[src/rtl/adc_sample_scheduler.sv]
// Request-driven, fair, mux-aware frame sequencer for a shared serial ADC.
// Optional feature macro: ADC_SCHED_MUX_SKIP_EN (skip settle if mux unchanged).
//
// Ports:
//   clk, rst          clock; asynchronous active-low reset
//   req[1:0]          level conversion requests (bit0 = twin A, bit1 = twin B)
//   ack[1:0]          one-cycle pulse when the requester's sample is delivered
//   smp_valid         one-cycle pulse, smp_data/smp_ch valid
//   smp_data          captured sample, MSB first
//   smp_ch            channel of the sample
//   busy              FSM not in IDLE
//   mux_sel           analog mux select (0 = A, 1 = B)
//   adc_cs_n, adc_sck ADC chip select / serial clock
//   adc_sdo           ADC serial data
module adc_sample_scheduler #(
    parameter int DATA_W    = 12,
    parameter int FRAME_LEN = 16,
    parameter int LEAD      = 2,
    parameter int SETTLE    = 4,
    parameter int GAP       = 2
) (
    input  logic              clk,
    input  logic              rst,
    input  logic [1:0]        req,
    output logic [1:0]        ack,
    output logic              smp_valid,
    output logic [DATA_W-1:0] smp_data,
    output logic              smp_ch,
    output logic              busy,
    output logic              mux_sel,
    output logic              adc_cs_n,
    output logic              adc_sck,
    input  logic              adc_sdo
);

    typedef enum logic [1:0] {
        S_IDLE,
        S_SETTLE,
        S_FRAME,
        S_GAP
    } state_t;

    localparam int CW = $clog2(2*FRAME_LEN + SETTLE + GAP + 1);

    state_t            st, st_n;
    logic [CW-1:0]     cnt, cnt_n;
    logic              ch, ch_n;
    logic              last, last_n;
    logic [DATA_W-1:0] sr, sr_n;
    logic [1:0]        ack_n;
    logic              valid_n;
    logic [DATA_W-1:0] data_n;
    logic              sch_n;
    logic              busy_n;
    logic              mux_n;
    logic              cs_n_n;
    logic              sck_n;
    logic              g;

    always_comb begin
        st_n    = st;
        cnt_n   = cnt;
        ch_n    = ch;
        last_n  = last;
        sr_n    = sr;
        ack_n   = 2'b00;
        valid_n = 1'b0;
        data_n  = smp_data;
        sch_n   = smp_ch;
        mux_n   = mux_sel;
        cs_n_n  = adc_cs_n;
        sck_n   = adc_sck;
        g       = 1'b0;
        unique case (st)
            S_IDLE: begin
                if (|req) begin
                    // Both pending: alternate away from the last served twin.
                    g     = (req == 2'b11) ? ~last : req[1];
                    ch_n  = g;
                    mux_n = g;
                    cnt_n = '0;
`ifdef ADC_SCHED_MUX_SKIP_EN
                    st_n  = (g == mux_sel) ? S_FRAME : S_SETTLE;
`else
                    st_n  = S_SETTLE;
`endif
                end
            end
            S_SETTLE: begin
                if (cnt == CW'(SETTLE-1)) begin
                    st_n  = S_FRAME;
                    cnt_n = '0;
                end else begin
                    cnt_n = cnt + 1'b1;
                end
            end
            S_FRAME: begin
                if (cnt == '0) begin
                    // First frame cycle only lowers CS; SCK starts low.
                    cs_n_n = 1'b0;
                    cnt_n  = cnt + 1'b1;
                end else if (cnt == CW'(2*FRAME_LEN)) begin
                    cs_n_n  = 1'b1;
                    sck_n   = 1'b0;
                    data_n  = sr;
                    sch_n   = ch;
                    valid_n = 1'b1;
                    ack_n   = ch ? 2'b10 : 2'b01;
                    last_n  = ch;
                    st_n    = S_GAP;
                    cnt_n   = '0;
                end else begin
                    sck_n = ~adc_sck;
                    // Odd counts drive SCK high; count 2k+1 is edge k.
                    if (!adc_sck &&
                        cnt >= CW'(2*LEAD+1) &&
                        cnt <= CW'(2*(LEAD+DATA_W)-1))
                        sr_n = {sr[DATA_W-2:0], adc_sdo};
                    cnt_n = cnt + 1'b1;
                end
            end
            S_GAP: begin
                if (cnt == CW'(GAP-1)) begin
                    st_n  = S_IDLE;
                    cnt_n = '0;
                end else begin
                    cnt_n = cnt + 1'b1;
                end
            end
        endcase
        busy_n = (st_n != S_IDLE);
    end

    always_ff @(posedge clk or negedge rst) begin
        if (!rst) begin
            st        <= S_IDLE;
            cnt       <= '0;
            ch        <= 1'b0;
            last      <= 1'b1;
            sr        <= '0;
            ack       <= 2'b00;
            smp_valid <= 1'b0;
            smp_data  <= '0;
            smp_ch    <= 1'b0;
            busy      <= 1'b0;
            mux_sel   <= 1'b0;
            adc_cs_n  <= 1'b1;
            adc_sck   <= 1'b0;
        end else begin
            st        <= st_n;
            cnt       <= cnt_n;
            ch        <= ch_n;
            last      <= last_n;
            sr        <= sr_n;
            ack       <= ack_n;
            smp_valid <= valid_n;
            smp_data  <= data_n;
            smp_ch    <= sch_n;
            busy      <= busy_n;
            mux_sel   <= mux_n;
            adc_cs_n  <= cs_n_n;
            adc_sck   <= sck_n;
        end
    end

endmodule
[config.mk]
export PLATFORM = sky130hd
export DESIGN_NAME = adc_sample_scheduler
export DESIGN_NICKNAME = d
export VERILOG_FILES = /design/src/rtl/adc_sample_scheduler.sv
export SDC_FILE = /design/constraint.sdc
export NUM_CORES = 1
export LEC_CHECK = 0
export BUFFER_PORTS_ARGS = -buffer_cell sky130_fd_sc_hd__buf_2
export CAP_MARGIN = 20
export CORE_MARGIN = 8
export CORE_UTILIZATION = 60
export CTS_CLUSTER_DIAMETER = 30
export DETAILED_ROUTE_END_ITERATION = 16
export PLACE_DENSITY = 0.83
export SLEW_MARGIN = 20
export SYNTH_ARGS = -nofsm -noshare
export SYNTH_HDL_FRONTEND = slang
export SYNTH_SLANG_ARGS = --single-unit
[constraint.sdc]
create_clock -name clk -period 3.22 [get_ports clk]
set_input_delay 0.322 -clock clk [delete_from_list [all_inputs] [get_ports clk]]
set_output_delay 0.322 -clock clk [all_outputs]
set_load 0.02 [all_outputs]
* Yosys cells after proc, flatten, opt, wreduce, memory -nomap -nowiden
Cells that the tools add are included.
** Word-level totals
- Output and inout bits :: 20
- Word-level logic and storage cells :: 63
- Register bits after elaboration :: 41
- Input port bits :: 5
** Operators by class
- Reductions and logical operators :: 13
- Add/sub/neg operators :: 1
- $lt $le $gt $ge :: 2
- Equal/unequal tests :: 8
- Multiplexer cells :: 23
- Bitwise gates (word level) :: 4
** Operators with widths (number)
- $mux W6 :: 5
- $pmux W6 S4 :: 1
- $mux W2 :: 9
- $pmux W2 S4 :: 1
- $mux W1 :: 7
- $add A6 B1 Y6 const B :: 1
- $eq A2 B2 Y1 const B :: 3
- $eq A6 B1 Y1 const B :: 1
- $eq A6 B2 Y1 const B :: 1
- $eq A6 B6 Y1 const B :: 1
- $ge A6 B3 Y1 const B :: 1
- $le A6 B5 Y1 const B :: 1
- $logic_not A6 Y1 :: 1
- $reduce_and A2 Y1 :: 3
- $not A1 Y1 :: 4
- $reduce_and A4 Y1 :: 1
- $reduce_bool A2 Y1 :: 2
- $reduce_and A3 Y1 :: 1
- $eq A2 B1 Y1 const B :: 1
- $logic_and A1 B1 Y1 :: 2
- $logic_not A2 Y1 :: 1
- $ne A2 B2 Y1 const B :: 1
- $reduce_or A2 Y1 :: 1
- $logic_not A1 Y1 :: 1

* Depth between registers and ports, before layout
- Word-level depth :: 5
- Depth in mapped cells :: 8
- Depth with buffers taken out :: 7

* Worst setup path after synthesis
No wires, ideal clock.
- Kind :: register -> register
- From :: register cnt[0]
- To :: register sr[0]
- Data arrival time :: 1.863 ns
- Stages on the path, launching flop included :: 8
- Setup slack :: 1.232 ns
- Required time :: 3.095 ns
- Library setup time :: 0.125 ns
- Path buffers :: 1
- Period minus slack after synthesis :: 1.988 ns
- Cell sequence :: dfrtp_1 > inv_1 > ha_1 > nor4b_2 > or3_4 > nor4_4 > buf_8 > mux2_4
** Between the ends
- Word-level cells in the longest chain between the ends :: 4
- Elaborated cells between the ends (all ways) :: 9
- Those cells by class :: order compare (2); eq/ne (1); bitwise (2); reduce/logical (4)
** Ends and longest elaborated chain
- start, declared :: line 46 : logic [CW-1:0] cnt, cnt_n;
- start signal, assigned :: line 151 : cnt <= cnt_n;
- $ge A6 B3 Y1 :: line 116 : cnt >= CW'(2*LEAD+1) &&
- $logic_and A1 B1 Y1 :: line 115 : if (!adc_sck &&
- $logic_and A1 B1 Y1 :: line 116
- $reduce_and A4 Y1 (no source line) *
- end signal, assigned :: line 154 : sr <= sr_n;
- end, declared :: line 49 : logic [DATA_W-1:0] sr, sr_n;
Every way passes the cells marked *; elsewhere a longest branch is shown, timed or not.
A chain may end at the register's enable or synchronous reset.

* Worst setup path in the final report
- From :: register cnt[0]
- To :: register sr[10]
The elaborated chain is that of the path after synthesis.

==> metrics <==
WL met2=1560 um; H-tree Lvls=2; Area Overhead vs Synth=9.58%; vias=1,225; Post-synth EDFFs=0; Syn Nets=172; DR pass1 iterations=4; fill count=240; post-synth top area share=52.3%; CP required=3.46 ns; min Tclk post-route=2.12 ns; Die ar.=5150 um2; Final Max Slew Viols=0; Yosys reg bits=41; cell taking the most area after synthesis=dfrtp_1; Tcrit/Tclk final=66.0%; core area=3000 um2; hpwl dp=2420 um; Wirelength per Cell=15.0 um; clock skew=0.0114 ns; largest fanout on the critical path=12; ratio of cells with drive above 1 in the final layout=32.3%; met3 routed WL=157 um; first-pass GRT wire length=5870 um; Max Cap Viol=0; clk buf depth=2; Starting DRT DRC Count=55; RSZ-0062 raised after global routing=false; Worst setup EP type=register; Ports=25; clk_lat worst skew=0.34 ns; most frequent cells in the layout=40 x nand2_1, 39 x dfrtp_1, 24 x buf_2, 10 x mux2_4, 6 x inv_1; WP data arrival=2.37 ns; post-synthesis sequential area ratio=55.1%; # hold bufs at CTS=0; PwrDens=693 nW/um2; met1 WL=1570 um; Final Wtd Congestion=0.872; Worst-Margin Slew=0.849 ns; Yosys warnings=0; Ant. Diodes=0; Clk Tree Root Cell=clkbuf_4; Starting Density=62.2%; Top Layer Used=met4; FMAX=471 MHz; global-route total usage across every layer=14.4%; Peak supply drop=0.318 mV; critical path, cell by cell=inv_1 > ha_1 > nor4b_2 > or3_4 > nor4_4 > buf_4 > mux2_2; Final ANT Viol Nets=0; footprint of the multi-input gates=762 um2; grt total ovfl=0; DR DRC count=0; Post-Syn Area=1870 um2; FP Rows=20; Place WS=1.10 ns; classification of the worst setup path=reg2reg; Syn Area/Cell=11.5 um2; vias in the first global route=1,256; Tot Pwr=1.42 mW; Slew headroom=43.4%; Routed WL=3320 um; Critical R2R Launch=cnt[0]$_DFFE_PN0P_; final hold viol count=0; Layout Nets=197; CTS-repair resized insts=0; Setup-failing EPs final=0; Fin Setup TNS=0 ns; Crit path buffers/inverters=2; Die Y=71.8 um; postcts setup bufs=0; Via density=5.52; Tightest Hold Check Type=in2async; CTS buffer count=5; largest net degree at the start of global routing=42; family with the most delay on the worst path=simple AND/OR/NAND/NOR gates; IO Port Bufs=24; Synth cell types=40; slowest CP cell=dfrtp_1; register area=1030 um2; initial antenna violation count=0; Setup crit start=cnt[0]$_DFFE_PN0P_; CP peak stage delay=0.42 ns; CTS Sinks=41; most common cell after layout, fill and taps aside=nand2_1; Primary FF master, synth=dfrtp_1; Worst-path clk slew=0.12 ns; Startpoint Class=register; Synth async-reset ratio=100%; status=complete, no violations; Setup WS post-layout=1.10 ns; ranking of synthesized cells by area=dfrtp_1 52%, mux2_4 8.0%, nand2_1 8.0%; die width=71.8 um; CTS tree=done; Syn Inst Count=163; Leak Pwr=1.09 nW
worst paths after layout:
kind | endpoint | slack (ns) | cells past startpoint
setup / recovery | sr[10]$_DFFE_PN0P_ | 1.10 | 7
hold reg to reg | ack[0]$_DFF_PN0_ | 0.44 | 1
max in group asynchronous | cnt[1]$_DFFE_PN0P_ | 2.62 | 1
hold / removal | smp_ch$_DFFE_PN0P_ | 0.07 | 1
min in group clk | sr[0]$_DFFE_PN0P_ | 0.21 | 2
setup reg to reg | sr[10]$_DFFE_PN0P_ | 1.10 | 7
metrics by stage:
| step | instance area (um2) | util, % | cells | hold WS, ns |
|---|---|---|---|---|
| after floorplan | 1870 | - | 163 | 0.0264 |
| after global placement | 1990 | 66.3 | 214 | 0.436 |
| after detailed placement | 1990 | 66.3 | 214 | 0.441 |
| after CTS | 2050 | 68.1 | 222 | 0.0854 |
| after global routing | 2050 | 68.1 | 222 | 0.125 |
| final | 2050 | 68.1 | 222 | 0.0664 |
synth_stat cells (all sizes together), types with 2 or more instances:
| cell | count |
|---|---|
| nand2 | 41 |
| dfrtp | 39 |
| mux2 | 14 |
| buf | 6 |
| inv | 6 |
| o21ai | 6 |
| a21oi | 4 |
| ha | 4 |
| nand3 | 4 |
| nor2 | 4 |
| a31oi | 3 |
| nand2b | 3 |
| nor4 | 3 |
| a211oi | 2 |
| a21o | 2 |
| a221o | 2 |
| and3 | 2 |
| clkbuf | 2 |
| dfstp | 2 |
| nor2b | 2 |
| o31ai | 2 |
where the power goes:
group | leakage (nW) | switching, mW | total, mW | internal, mW
logic | 0.523 | 0.240 | 0.461 | 0.222
registers | 0.544 | 0.114 | 0.710 | 0.595
clock network | 0.0245 | 0.162 | 0.248 | 0.0854
flip-flops by register name, summed over array words and instances, names as in the netlist:
name	count
ack	2
adc_cs_n	1
adc_sck	1
busy	1
ch	1
cnt	6
last	1
smp_ch	1
smp_data	12
smp_valid	1
sr	12
st	2
routing by layer:
metal / vias up / GRT usage (%)
li1: 601 / -
met1: 591 / 17.8
met2: 29 / 22.7
met3: 4 / 5.30
met4: 0 / 4.54
met5: - / 0
final cells by class:
type / instances / area share [%]
Multi-Input combinational cell: 108 / 37.2
Sequential cell: 41 / 50.3
Timing Repair Buffer: 26 / 6.61
Clock inverter: 2 / 0.734
Clock buffer: 6 / 2.02
Tap cell: 33 / 2.02
Inverter: 6 / 1.10
cells by family (layout without fill, tap and decap cells):
group	after synthesis	in the layout	share of synthesized area [%]
buffers and inverters	14	40	4.09
and+or+nand+nor	65	65	18.4
adders and majority gates	4	4	2.68
AOI/OAI and AO/OA	25	25	9.25
DFF	41	41	55.1
muxes	14	14	10.5
No activity file was read; power rests on OpenSTA's default activity.
